File: config.mk
export PLATFORM = sky130hd
export DESIGN_NAME = apb_uart_stream_bridge
export DESIGN_NICKNAME = d
export VERILOG_FILES = /design/src/rtl/apb_uart_stream_bridge.sv
export SDC_FILE = /design/constraint.sdc
export NUM_CORES = 1
export LEC_CHECK = 0
export CORE_MARGIN = 2
export CORE_UTILIZATION = 39
export CTS_CLUSTER_DIAMETER = 100
export CTS_CLUSTER_SIZE = 30
export DETAILED_ROUTE_END_ITERATION = 7
export PLACE_DENSITY = 0.83
export SYNTH_ARGS = -nofsm -noshare
export SYNTH_HDL_FRONTEND = slang
export SYNTH_SLANG_ARGS = --single-unit
File: constraint.sdc
create_clock -name clk -period 3.9 [get_ports clk]
set_input_delay 0.39 -clock clk [delete_from_list [all_inputs] [get_ports clk]]
set_output_delay 0.39 -clock clk [all_outputs]
set_load 0.01 [all_outputs]
File: src/rtl/apb_uart_stream_bridge.sv
// Purpose : APB master bridging s_/m_ byte streams to the apb_uart TBR/RBR registers.
// Latency : 4 cycles minimum per byte (IDLE decision, SETUP, ACCESS, GAP); m_valid rises on the read-completion edge.
// Backpr. : s_ready low while the one-entry hold is occupied; RX reads stall on rx_fifo_empty or an unaccepted m_valid.
// Ports   : clk/rst (async, active-high); s_valid/s_ready/s_data TX byte in; m_valid/m_ready/m_data RX byte out;
//           tx_fifo_full/rx_fifo_empty sideband from apb_uart; PSEL..PRDATA APB master; err/err_clr sticky
//           error; busy = transfer in progress.
module apb_uart_stream_bridge #(
    parameter logic [31:0] TBR_ADDR = 32'h0000_0014,
    parameter logic [31:0] RBR_ADDR = 32'h0000_0018,
    parameter int unsigned TIMEOUT  = 16
) (
    input  logic        clk,
    input  logic        rst,
    input  logic        s_valid,
    output logic        s_ready,
    input  logic [7:0]  s_data,
    output logic        m_valid,
    input  logic        m_ready,
    output logic [7:0]  m_data,
    input  logic        tx_fifo_full,
    input  logic        rx_fifo_empty,
    output logic        PSEL,
    output logic        PENABLE,
    output logic        PWRITE,
    output logic [31:0] PADDR,
    output logic [31:0] PWDATA,
    input  logic        PREADY,
    input  logic        PSLVERR,
    input  logic [31:0] PRDATA,
    output logic        err,
    input  logic        err_clr,
    output logic        busy
);

    localparam logic [7:0] LP_TMO = 8'(TIMEOUT);

    typedef enum logic [1:0] {ST_IDLE, ST_SETUP, ST_ACCESS, ST_GAP} state_t;

    state_t     r_state;
    state_t     w_state_nxt;
    logic       r_hold_vld;
    logic [7:0] r_hold_dat;
    logic       r_op_wr;
    logic       r_last_rx;      // 1: previous grant went to RX, so TX wins the next tie
    logic [7:0] r_tmo_cnt;
    logic       r_m_valid;
    logic [7:0] r_m_data;
    logic       r_err;

    logic       w_tx_elig;
    logic       w_rx_elig;
    logic       w_grant_wr;
    logic       w_start;
    logic       w_done;
    logic       w_fail;
    logic       w_hold_load;
    logic       w_unused_prdata;

    // Only the low byte of RBR carries data.
    assign w_unused_prdata = ^PRDATA[31:8];

    assign w_hold_load = s_valid && !r_hold_vld;

    always_comb begin
        w_tx_elig   = r_hold_vld && !tx_fifo_full;
        w_rx_elig   = !rx_fifo_empty && !r_m_valid;
        w_grant_wr  = w_tx_elig && (!w_rx_elig || r_last_rx);
        w_start     = (r_state == ST_IDLE) && (w_tx_elig || w_rx_elig);
        // A PREADY on the final allowed cycle still counts as a completion.
        w_done      = (r_state == ST_ACCESS) && (PREADY || (r_tmo_cnt == LP_TMO));
        w_fail      = w_done && (!PREADY || PSLVERR);
        w_state_nxt = r_state;
        PSEL        = 1'b0;
        PENABLE     = 1'b0;
        case (r_state)
            ST_IDLE: begin
                if (w_start) w_state_nxt = ST_SETUP;
            end
            ST_SETUP: begin
                PSEL        = 1'b1;
                w_state_nxt = ST_ACCESS;
            end
            ST_ACCESS: begin
                PSEL    = 1'b1;
                PENABLE = 1'b1;
                if (w_done) w_state_nxt = ST_GAP;
            end
            ST_GAP: begin
                w_state_nxt = ST_IDLE;
            end
            default: w_state_nxt = ST_IDLE;
        endcase
    end

    // Address/data derive from the latched op and the hold byte, both frozen for the
    // whole transfer, and are forced to zero outside SETUP/ACCESS.
    assign PWRITE  = PSEL && r_op_wr;
    assign PADDR   = PSEL ? (r_op_wr ? TBR_ADDR : RBR_ADDR) : 32'h0;
    assign PWDATA  = PWRITE ? {24'h0, r_hold_dat} : 32'h0;
    assign s_ready = !r_hold_vld;
    assign m_valid = r_m_valid;
    assign m_data  = r_m_data;
    assign err     = r_err;
    assign busy    = (r_state != ST_IDLE);

    always_ff @(posedge clk or posedge rst) begin
        if (rst) r_state <= ST_IDLE;
        else     r_state <= w_state_nxt;
    end

    always_ff @(posedge clk or posedge rst) begin
        if (rst) begin
            r_hold_vld <= 1'b0;
            r_hold_dat <= 8'h0;
            r_op_wr    <= 1'b0;
            r_last_rx  <= 1'b1;
            r_tmo_cnt  <= 8'h0;
            r_m_valid  <= 1'b0;
            r_m_data   <= 8'h0;
            r_err      <= 1'b0;
        end else begin
            if (w_start) begin
                r_op_wr   <= w_grant_wr;
                r_last_rx <= !w_grant_wr;
            end

            if (r_state == ST_SETUP)               r_tmo_cnt <= 8'd1;
            else if (r_state == ST_ACCESS && !w_done) r_tmo_cnt <= r_tmo_cnt + 8'd1;
            else                                   r_tmo_cnt <= 8'h0;

            // Errored or timed-out writes drop the byte just like a good write.
            if (w_hold_load) begin
                r_hold_vld <= 1'b1;
                r_hold_dat <= s_data;
            end else if (w_done && r_op_wr) begin
                r_hold_vld <= 1'b0;
            end

            if (w_done && !r_op_wr && !w_fail) begin
                r_m_valid <= 1'b1;
                r_m_data  <= PRDATA[7:0];
            end else if (r_m_valid && m_ready) begin
                r_m_valid <= 1'b0;
            end

            if (w_fail)       r_err <= 1'b1;
            else if (err_clr) r_err <= 1'b0;
        end
    end

endmodule

Yosys cells after proc, flatten, opt, wreduce, memory -nomap -nowiden
Index checks and enable logic that the tools add are counted.
- memories: 0
- output and inout bits: 79
- ROM bits: 0
- word-level logic and storage cells: 66
- register bits after elaboration: 31
- bits in writable memories: 0
- latch bits: 0
- muxes and demuxes: 16
- reduce and logical (&&, ||, !) cells: 34
- shifts and indexed selects: 0
- add/subtract/negate cells: 1
- eq/ne operators: 6
- multiply operators: 0
- magnitude comparators: 0
- div/mod/pow operators: 0
- bitwise gates (word level): 0
- operators by type and width (kind ; number):
    $mux 8 ; 3
    $logic_and 1x1->1 ; 13
    $logic_not 1->1 ; 10
    $add 8x1->8 const B ; 1
    $eq 8x5->1 const B ; 1
    $mux 1 ; 8
    $pmux 2 s4 ; 1
    $reduce_bool 2->1 ; 4
    $mux 5 ; 1
    $eq 2x2->1 const B ; 2
    $logic_or 1x1->1 ; 4
    $mux 2 ; 2
    $mux 4 ; 1
    $ne 2x2->1 const B ; 2
    $eq 2x1->1 const B ; 1
    $logic_not 2->1 ; 1
    $reduce_and 2->1 ; 1
    $reduce_or 2->1 ; 1

Logic depth before layout (Yosys ltp)
Gate-level depths: netlist of the first run.
- word-level depth: 7
- mapped depth: 5
- gate-level depth less buffers: 5

Worst setup path after synthesis of the first run
No wires, ideal clock.
- kind: reg2reg
- from: register r_state[0]
- to: register r_m_data[0], in the netlist m_data[0]
- setup slack: 2.151 ns
- arrival time: 1.625 ns
- setup time: 0.125 ns
- cell stages (with the launch flop): 5
- cells stage by stage: dfrtp_1 > inv_1 > ha_1 > nor4b_4 > mux2_2
- longest elaborated chain between the ends: 5
- elaborated cells between the ends (all ways): 6
- those cells by class: eq/ne: 1; reduce/logical: 5
- RTL lines (what ; RTL line ; source):
    start: declaration ; 39 ; state_t r_state;
    start signal: assignment ; 108 ; else r_state <= w_state_nxt;
    $eq 2x2->1 (*) ; 70 ; w_done = (r_state == ST_ACCESS) && (PREADY || (r_tmo_cnt == LP_TMO));
    $logic_and 1x1->1 (*) ; 70 ;
    $logic_and 1x1->1 ; 71 ; w_fail = w_done && (!PREADY || PSLVERR);
    $logic_not 1->1 ; 139 ; if (w_done && !r_op_wr && !w_fail) begin
    $logic_and 1x1->1 (*) ; 139 ;
    end signal: assignment ; 141 ; r_m_data <= PRDATA[7:0];
    end: declaration ; 47 ; logic [7:0] r_m_data;
Mark *: on every way between the ends. The rest lies on a longest branch, timed or not.
A chain may end at the register's enable or synchronous reset.

Final worst setup path of the first run
- from: register r_state[1]
- to: output PWDATA[2]
- longest elaborated chain between the ends: 5
- elaborated cells between the ends (all ways): 6
- those cells by class: eq/ne: 2; mux: 2; reduce/logical: 2
- RTL lines (what ; RTL line ; source):
    $eq 2x2->1 / $eq 2x1->1 (equally long branches) ; 75 ; case (r_state)
    $reduce_or 2->1 (no source line) (*) ; - ;
    $mux 1 (*) ; 75 ;
    $logic_and 1x1->1 (*) ; 97 ; assign PWRITE = PSEL && r_op_wr;
    $mux 8 (*) ; 99 ; assign PWDATA = PWRITE ? {24'h0, r_hold_dat} : 32'h0;
    end: declaration ; 26 ; output logic [31:0] PWDATA,
Marked as above.

==> results of run 1 <==
==> layout by cell type, fill, tap and decap left out, types with 2 or more instances in the layout <==
| master | synthesis | layout |
|---|---|---|
| clkbuf_8 | 0 | 6 |
| mux2_2 | 16 | 16 |
| o21ai_0 | 6 | 6 |
| conb_1 | 1 | 53 |
| a21oi_1 | 5 | 5 |
| nand2_1 | 2 | 2 |
| nor2_1 | 4 | 4 |
| o211ai_2 | 2 | 2 |
| or3_1 | 4 | 4 |
| a21o_1 | 2 | 2 |
| inv_1 | 11 | 11 |
| nor2b_1 | 4 | 4 |
| a31oi_1 | 3 | 3 |
| clkdlybuf4s50_1 | 0 | 50 |
| ha_1 | 5 | 5 |
| dfrtp_1 | 30 | 30 |
| nand3_1 | 5 | 5 |
| and3_1 | 9 | 9 |
| xor2_1 | 2 | 2 |
==> kinds of logic after synthesis <==
family	share of synthesized area
AO/OA/AOI/OAI	0.08664
XOR/XNOR	0.01389
buffers and inverters	0.2460
flip-flops	0.4107
multiplexers	0.09524
AND/OR/NAND/NOR	0.1124
other	0.001982
adder cells (fa/ha/maj)	0.03307
==> routing by layer <==
metal  global-route usage  part of all wire  vias to the layer above  wire length (microns)
li1                     -                 -                      609                      -
met1               0.1484              0.40                      607                   1349
met2               0.2252              0.50                       69                   1694
met3              0.03978             0.080                        8                    273
met4              0.06465             0.026                        0                     89
met5                    0                 0                        -                      0
==> Yosys cell counts (2+ instances only) <==
library cell and number:
buf_4 55, dfrtp_1 30, mux2_2 16, inv_1 11
and3_1 9, o21ai_0 6, a21oi_1 5, ha_1 5
nand3_1 5, nor2_1 4, nor2b_1 4, or3_1 4
a31oi_1 3, clkbuf_1 3, a21o_1 2, nand2_1 2
o211ai_2 2, xor2_1 2
==> path summary, 6_finish.rpt <==
kind	from	end	slack, ps	cells after the start
max	r_state[1]$_DFFE_PP0P_	PWDATA[2]	1530	4
min	rst	m_data[6]$_DFFE_PP0P_	480	3
max reg2reg	r_state[0]$_DFFE_PP0P_	m_data[5]$_DFFE_PP0P_	1900	4
min reg2reg	r_hold_dat[5]$_DFFE_PP0P_	r_hold_dat[5]$_DFFE_PP0P_	500	1
max in group asynchronous	rst	r_last_rx$_DFFE_PP1P_	3100	3
min in group clk	r_hold_dat[5]$_DFFE_PP0P_	r_hold_dat[5]$_DFFE_PP0P_	500	1
==> layout make-up <==
| type | count | area, sq um |
|---|---|---|
| fillers | 432 | 2336 |
| multi-input cells | 134 | 844.6 |
| flip-flops and latches | 31 | 777.0 |
| repair buffers | 51 | 508.0 |
| clock buffers | 6 | 82.58 |
| well taps | 54 | 67.56 |
| inverters | 11 | 41.29 |
| clock inverters | 2 | 35.03 |
==> power breakdown <==
| group | internal [uW] | switching (uW) | total (uW) |
|---|---|---|---|
| Clock | 206 | 121 | 328 |
| Combinational | 447 | 336 | 783 |
| Sequential | 446 | 85.4 | 532 |
==> state kept, by name, indices dropped and copies added, names as in the netlist <==
name / flops
m_data: 8
r_hold_dat: 8
r_tmo_cnt: 8
r_state: 2
err: 1
m_valid: 1
r_hold_vld: 1
r_last_rx: 1
r_op_wr: 1
==> through the flow <==
step                      power, uW  setup WS, ps
after global routing           1749          1404
after floorplan                1005          2151
after global placement         1302          1777
after CTS                      1663          1518
final                          1642          1535
after detailed placement       1327          1733
==> critical path, stage by stage (launching register included) <==
cell and delay [ps]:
dfrtp_1 370, inv_1 80, ha_1 480, and3_1 210, clkdlybuf4s50_1 540
==> flow_summary.toml, run 1 <==
[run_status]
status = "finished, final reports clean"

[route]
via_count = 1293
wl_per_cell_microns = 11.79
ant_nets = 0
dr.pass1.iters = 4
via_per_inst = 4.474
drc = 0
wl_mm = 3.406
drtIter0Drc = 26

[cells_and_area]
drive_gt1_frac = 0.1319
final_nets = 288
final_area_sq_mm = 0.002356
areaGrowthSynthToFinish_pct = 24.54
final_util = 0.5021
diodes = 0
stdcell_count = 289

[sta]
rsz0062_at_grt = "false"
fin_crit_sh = 0.6065
worst_pin_slew_ps = 720.8
finalMaxSlewViolations = 0
slew_headroom = 0.5184
fmax_ghz = 0.4228
whs_ps = 480.0
fin_skew_ps = 7.023
setup_tns_ps = 0
fin_crit_ps = 2365
hold_viol_final = 0
setup-violations-final = 0

[logic_synthesis]
yosysWarnings = 0
synth-edff-count = 0
syn_area_per_cell_sq_um = 10.39
synth_flop_cell = "dfrtp_1"
synth-seq-cells = 31
synth_top_area_share = 0.3968
yosysUniqueCellTypes = 32
async_flop_share = 1.000
synth.yosys.seq_area_share = 0.4107
netlist_area_sq_mm = 0.001892
yosys-top-cells-area = "dfrtp_1 (40%), buf_4 (22%), mux2_2 (9.5%)"
synth_area_leader_cell = "dfrtp_1"
syn-instance-count = 182

[floorplanning]
fp.dieW_microns = 73.65
die_h_microns = 73.65
pin_count = 128
initial_core_util = 0.4032
core_sq_mm = 0.004692
rows = 25
dieArea_sq_mm = 0.005424

[power]
power.density_mw_per_mm2 = 696.9
vdd_drop_max_mv = 0.4533
power_leakage_uw = 0.001111

[cts]
clock_path_buffers = 2
cts_resized = 0
worstSkewPairLatency_ps = 290
root_buffer = "clkbuf_8"
clk_pin_slew_ps = 70
clock-sinks = 31
cts_buffers = 5
cts_setup_buffers = 0
cts_tree = "done"
htree_levels = 2
cts_hold_buf = 0

[grt]
antenna_found_initial = 0
grt_pass1_vias = 1228
grt_max_degree = 32
grt_overflow = 0
grt_pass1_wl_mm = 5.402
track_usage = 0.1318

[run]
cap_violations = 0

[critical_path]
setup.worst_path.class = "flop to output port"
cp.arrival_ps = 1980
crit_fanout = 13
crit_required_ps = 3510
startpoint_type = "flop"
crit_path_end_kind = "output port"

[placed_design]
placement.io_buffers = 50
place_area_sq_mm = 0.002238
gp_congestion = 0.7145
dp.cells = 281
post-dp-hpwl_mm = 2.617

[worst_hold_path]
min_path_type = "input port to async pin"
Note: power is estimated with default switching activity, not from simulation.
==> inputs of run 2 (changes only) <==
Settings changed: CORE_UTILIZATION 39 to 32, PLACE_DENSITY 0.83 to 0.72.
Clock period 3.9 ns to 2 ns, I/O delays scaled along.
==> flow_summary.toml, run 2 (synthesis gave the netlist of run 1 again) <==
[power]
power_leakage_uw = 0.001157
report.power.total_uw = 3113
vdd_drop_max_mv = 0.9065
power.density_mw_per_mm2 = 1303

[route]
drtIter0Drc = 32
via_per_inst = 4.181
dr.pass1.iters = 4
ant_nets = 0
drc = 0
via_count = 1317
wl_per_cell_microns = 10.95
wl_mm = 3.448

[worst_hold_path]
min_path_type = "input port to async pin"

[run_status]
status = "finished, final reports clean"

[cells_and_area]
fill_cells = 602
final_common_cell = "conb_1"
diodes = 0
drive_gt1_frac = 0.1583
areaGrowthSynthToFinish_pct = 26.32
regArea_sq_um = 777.0
stdcell_count = 315
multi_input_area_sq_um = 857.1
final_cell_mix = "conb_1 (53), clkdlybuf4s50_1 (39), dfrtp_1 (30)"
final_nets = 293

[cts]
cts_buffers = 5
clock_path_buffers = 2
htree_levels = 2
cts_tree = "done"
clock-sinks = 31
cts_hold_buf = 0
root_buffer = "clkbuf_8"
worstSkewPairLatency_ps = 290
clk_pin_slew_ps = 70

[placed_design]
gp_congestion = 0.7569
post-dp-hpwl_mm = 2.576
dp.cells = 305
placement.io_buffers = 50
pre_cts_ws_ps = 117.9

[grt]
track_usage = 0.1168
grt_overflow = 0
antenna_found_initial = 0
grt_pass1_wl_mm = 5.837
grt_pass1_vias = 1206
grt_max_degree = 32

[critical_path]
crit_required_ps = 1800
worst_r2r_path_depth = 5
crit_fanout = 12
cp.arrival_ps = 1730
r2r_start = "r_tmo_cnt[0]$_DFF_PP0_"
critPathMaxStageDelay_ps = 520
startpoint_type = "flop"
setup.worst_path.class = "flop to output port"
worstPathCellList = "inv_1 -> ha_4 -> buf_4 -> clkdlybuf4s50_1"
cp_slowest_cell = "clkdlybuf4s50_1"
crit_path_end_kind = "output port"
r2r_end = "r_hold_vld$_DFFE_PP0P_"
rrSetupSlack_ps = 280

[sta]
whs_ps = 294.3
fin_crit_sh = 0.9632
fin_crit_ps = 1926
setup_tns_ps = 0
fin_ws_ps = 73.63
fmax_ghz = 0.5191
fin_skew_ps = 6.381
rsz0062_at_grt = "false"
hold_viol_final = 0
finalMaxSlewViolations = 0
setup-violations-final = 0

[floorplanning]
dieArea_sq_mm = 0.006543
fp.dieW_microns = 80.89
core_sq_mm = 0.005816
die_h_microns = 80.89
initial_core_util = 0.3253
pin_count = 128
rows = 28

[run]
cap_violations = 0
-- run 2: stage by stage --
| step | util | area [sq um] |
|---|---|---|
| finish | 0.4109 | 2390 |
| global route | 0.4109 | 2390 |
| CTS | 0.4109 | 2390 |
| detailed placement | 0.3933 | 2287 |
| global placement | 0.3933 | 2287 |
| floorplan | - | 2087 |
-- run 2: worst max-delay path by stage --
stage                                      start                     to  slack, ps
final                     r_state[1]$_DFFE_PP0P_               PADDR[4]         70
after global routing      r_state[1]$_DFFE_PP0P_               PADDR[4]         10
after CTS                 r_state[0]$_DFFE_PP0P_               PADDR[4]         50
after detailed placement  r_state[0]$_DFFE_PP0P_              PWDATA[6]        120
after global placement    r_state[0]$_DFFE_PP0P_              PWDATA[4]        130
after floorplan           r_state[0]$_DFFE_PP0P_  m_data[0]$_DFFE_PP0P_        250
-- run 2: metal layers --
| layer | part of all wire | wire length (microns) | GRT usage |
|---|---|---|---|
| met4 | 0.017 | 59 | 0.05085 |
| met3 | 0.12 | 403 | 0.05333 |
| met2 | 0.46 | 1586 | 0.1810 |
| met5 | 0 | 0 | 0 |
| met1 | 0.41 | 1398 | 0.1393 |
-- run 2: power by group --
part / switching, uW / leakage, uW / internal (uW) / total, uW
clock network: 251 / 0.0000402 / 242 / 492
logic: 688 / 0.000730 / 894 / 1580
registers: 170 / 0.000386 / 870 / 1040
total: 1110 / 0.00116 / 2010 / 3110
-- run 2: critical path: cells and delay by family, from the launching register on --
| kind | cells | cell delay (ps) |
|---|---|---|
| buffers and inverters | 3 | 740 |
| DFF | 1 | 370 |
| adders and majority gates | 1 | 330 |
-- run 2: cell type report --
type                            count  area share
Inverter                           11     0.01728
Tap cell                           75     0.03927
Multi-Input combinational cell    134      0.3586
Clock buffer                        5     0.02880
Sequential cell                    31      0.3251
Timing Repair Buffer               56      0.2225
Clock inverter                      3    0.008377
-- run 2: repair_timing --
action                     4_1_cts  5_1_grt
setup endpoints to repair       13        2
buffers inserted                 2        0
pin swaps                        1        0
gates resized for setup         13        1
==> inputs of run 3 (changes only) <==
Settings changed: ABC_CLOCK_PERIOD_IN_PS from default to 2000, RECOVER_POWER from default to 100.
==> flow_summary.toml, run 3 (synthesis gave the netlist of run 1 again) <==
[grt]
met3_usage = 0.05333
grt_pass1_vias = 1206
gr-usage-met1 = 0.1393
antenna_found_initial = 0
grt_max_degree = 32
track_usage = 0.1168
met2_usage = 0.1810
grt_overflow = 0
gr-max-usage-layer = "met2"
grt_pass1_wl_mm = 5.837

[critical_path]
critPathCapture = "PADDR[4]"
worstPathCellList = "inv_1 -> ha_4 -> buf_4 -> clkdlybuf4s50_1"
crit_fanout = 12
cp_slowest_cell = "clkdlybuf4s50_1"
rrSetupSlack_ps = 110
crit_path_end_kind = "output port"
crit_required_ps = 1800
cp.arrival_ps = 1740
cp-startpoint = "r_state[1]$_DFFE_PP0P_"
r2r_start = "r_tmo_cnt[0]$_DFF_PP0_"
startpoint_type = "flop"
critPathMaxStageDelay_ps = 520
setup.worst_path.class = "flop to output port"
r2r_end = "r_tmo_cnt[3]$_DFF_PP0_"
worst_r2r_path_depth = 5

[route]
dr.pass1.iters = 2
wl_mm = 3.439
drc = 0
ant_nets = 0
drtIter0Drc = 38
wl_per_cell_microns = 10.92
via_per_inst = 4.165
via_count = 1312

[sta]
fmax_ghz = 0.5163
hold_viol_final = 0
fin_crit_ps = 1937
slew_headroom = 0.4715
fin_crit_sh = 0.9683
finalMaxSlewViolations = 0
setup_tns_ps = 0
fin_skew_ps = 6.240
worst_pin_slew_ps = 792.8
whs_ps = 480.8
setup-violations-final = 0
rsz0062_at_grt = "false"

[power]
power_leakage_uw = 0.001160
p_int_uw = 1939
report.power.total_uw = 3030
p_sw_frac = 0.3601
pwr-share-clk = 0.163
switching_power_uw = 1091
vdd_drop_max_mv = 0.9054
power.share.sequential = 0.340
combPwrFrac = 0.497
power.density_mw_per_mm2 = 1284

[run_status]
status = "finished, final reports clean"

[cells_and_area]
final_cell_mix = "conb_1 (53), dfrtp_1 (30), clkdlybuf4s50_1 (26)"
drive_gt1_frac = 0.1417
areaGrowthSynthToFinish_pct = 24.74
final_nets = 293
fill_cells = 605
diodes = 0
final_common_cell = "conb_1"

[worst_hold_path]
min_path_type = "input port to flop"
min-delay-start = "err_clr"

[cts]
clock_path_buffers = 2
clk_pin_slew_ps = 70
htree_levels = 2
cts_tree = "done"
cts_buffers = 5
worstSkewPairLatency_ps = 290
root_buffer = "clkbuf_8"
clock-sinks = 31

[floorplanning]
die_h_microns = 80.89
rows = 28
dieArea_sq_mm = 0.006543
core_sq_mm = 0.005816
pin_count = 128
initial_core_util = 0.3253
fp.dieW_microns = 80.89

[run]
cap_violations = 0

[placed_design]
gp_congestion = 0.7569
post-dp-hpwl_mm = 2.576
placement.io_buffers = 50
-- run 3: cell types whose count changed in the layout (fill, tap and decap cells not counted), sizes merged --
| cell | before | now |
|---|---|---|
| buf | 6 | 3 |
| clkbuf | 5 | 8 |
| clkdlybuf4s50 | 39 | 26 |
| dlygate4sd3 | 0 | 13 |
-- run 3: final cells by class --
cell class | count | area (sq um) | area share
multi-input cells | 134 | 833.3 | 0.3531
repair buffers | 56 | 525.5 | 0.2227
clock buffers | 5 | 68.82 | 0.02916
well taps | 75 | 93.84 | 0.03977
clock inverters | 3 | 20.02 | 0.008484
inverters | 11 | 41.29 | 0.01750
flip-flops and latches | 31 | 777.0 | 0.3293
-- run 3: worst max-delay path: cells and delay by family, from the launching register on --
kind,cells,cell delay [ps]
flops,1,380
buf+inv,3,740
fa+ha+maj,1,330
-- run 3: power by group through the flow --
stage | clock network (uW) | registers, uW | logic [uW]
2_1_floorplan | 0 | 1040 | 920
3_3_place_gp | 0 | 1040 | 1540
3_5_place_dp | 0 | 1060 | 1560
4_1_cts | 513 | 1050 | 1590
5_1_grt | 540 | 1070 | 1660
6_report | 493 | 1030 | 1510
-- run 3: stage by stage --
step | utilization | instances | area, sq um | worst slack, ps
6_report | 0.4058 | 315 | 2360 | 63.30
5_1_grt | 0.4058 | 315 | 2360 | 10.46
2_1_floorplan | - | 234 | 2087 | 250.6
3_3_place_gp | 0.3933 | 305 | 2287 | 132.9
3_5_place_dp | 0.3933 | 305 | 2287 | 117.9
4_1_cts | 0.4109 | 315 | 2390 | 49.70
-- run 3: how the worst min path moves through the flow --
stage | to | slack, ps | cells after the start
after floorplan | err$_DFFE_PP0P_ | 300 | 1
after global placement | r_hold_dat[1]$_DFFE_PP0P_ | 480 | 1
after detailed placement | r_hold_dat[1]$_DFFE_PP0P_ | 490 | 1
after CTS | m_data[5]$_DFFE_PP0P_ | 310 | 3
after global routing | err$_DFFE_PP0P_ | 490 | 2
final | err$_DFFE_PP0P_ | 480 | 2
-- run 3: repair_timing --
item / in CTS / in global routing
setup endpoints to repair: 13 / 2
hold endpoints to repair: 0 / 0
pin swaps: 1 / 0
hold buffers: 0 / 0
cloned: 0 / 0
setup buffers: 2 / 0
resized for setup: 13 / 1
-- run 3: metal layers --
layer  wire length, microns  vias to the layer above
met3                    401                        7
met5                      0                        -
met2                   1570                       72
met1                   1404                      613
met4                     62                        0
li1                       -                      620
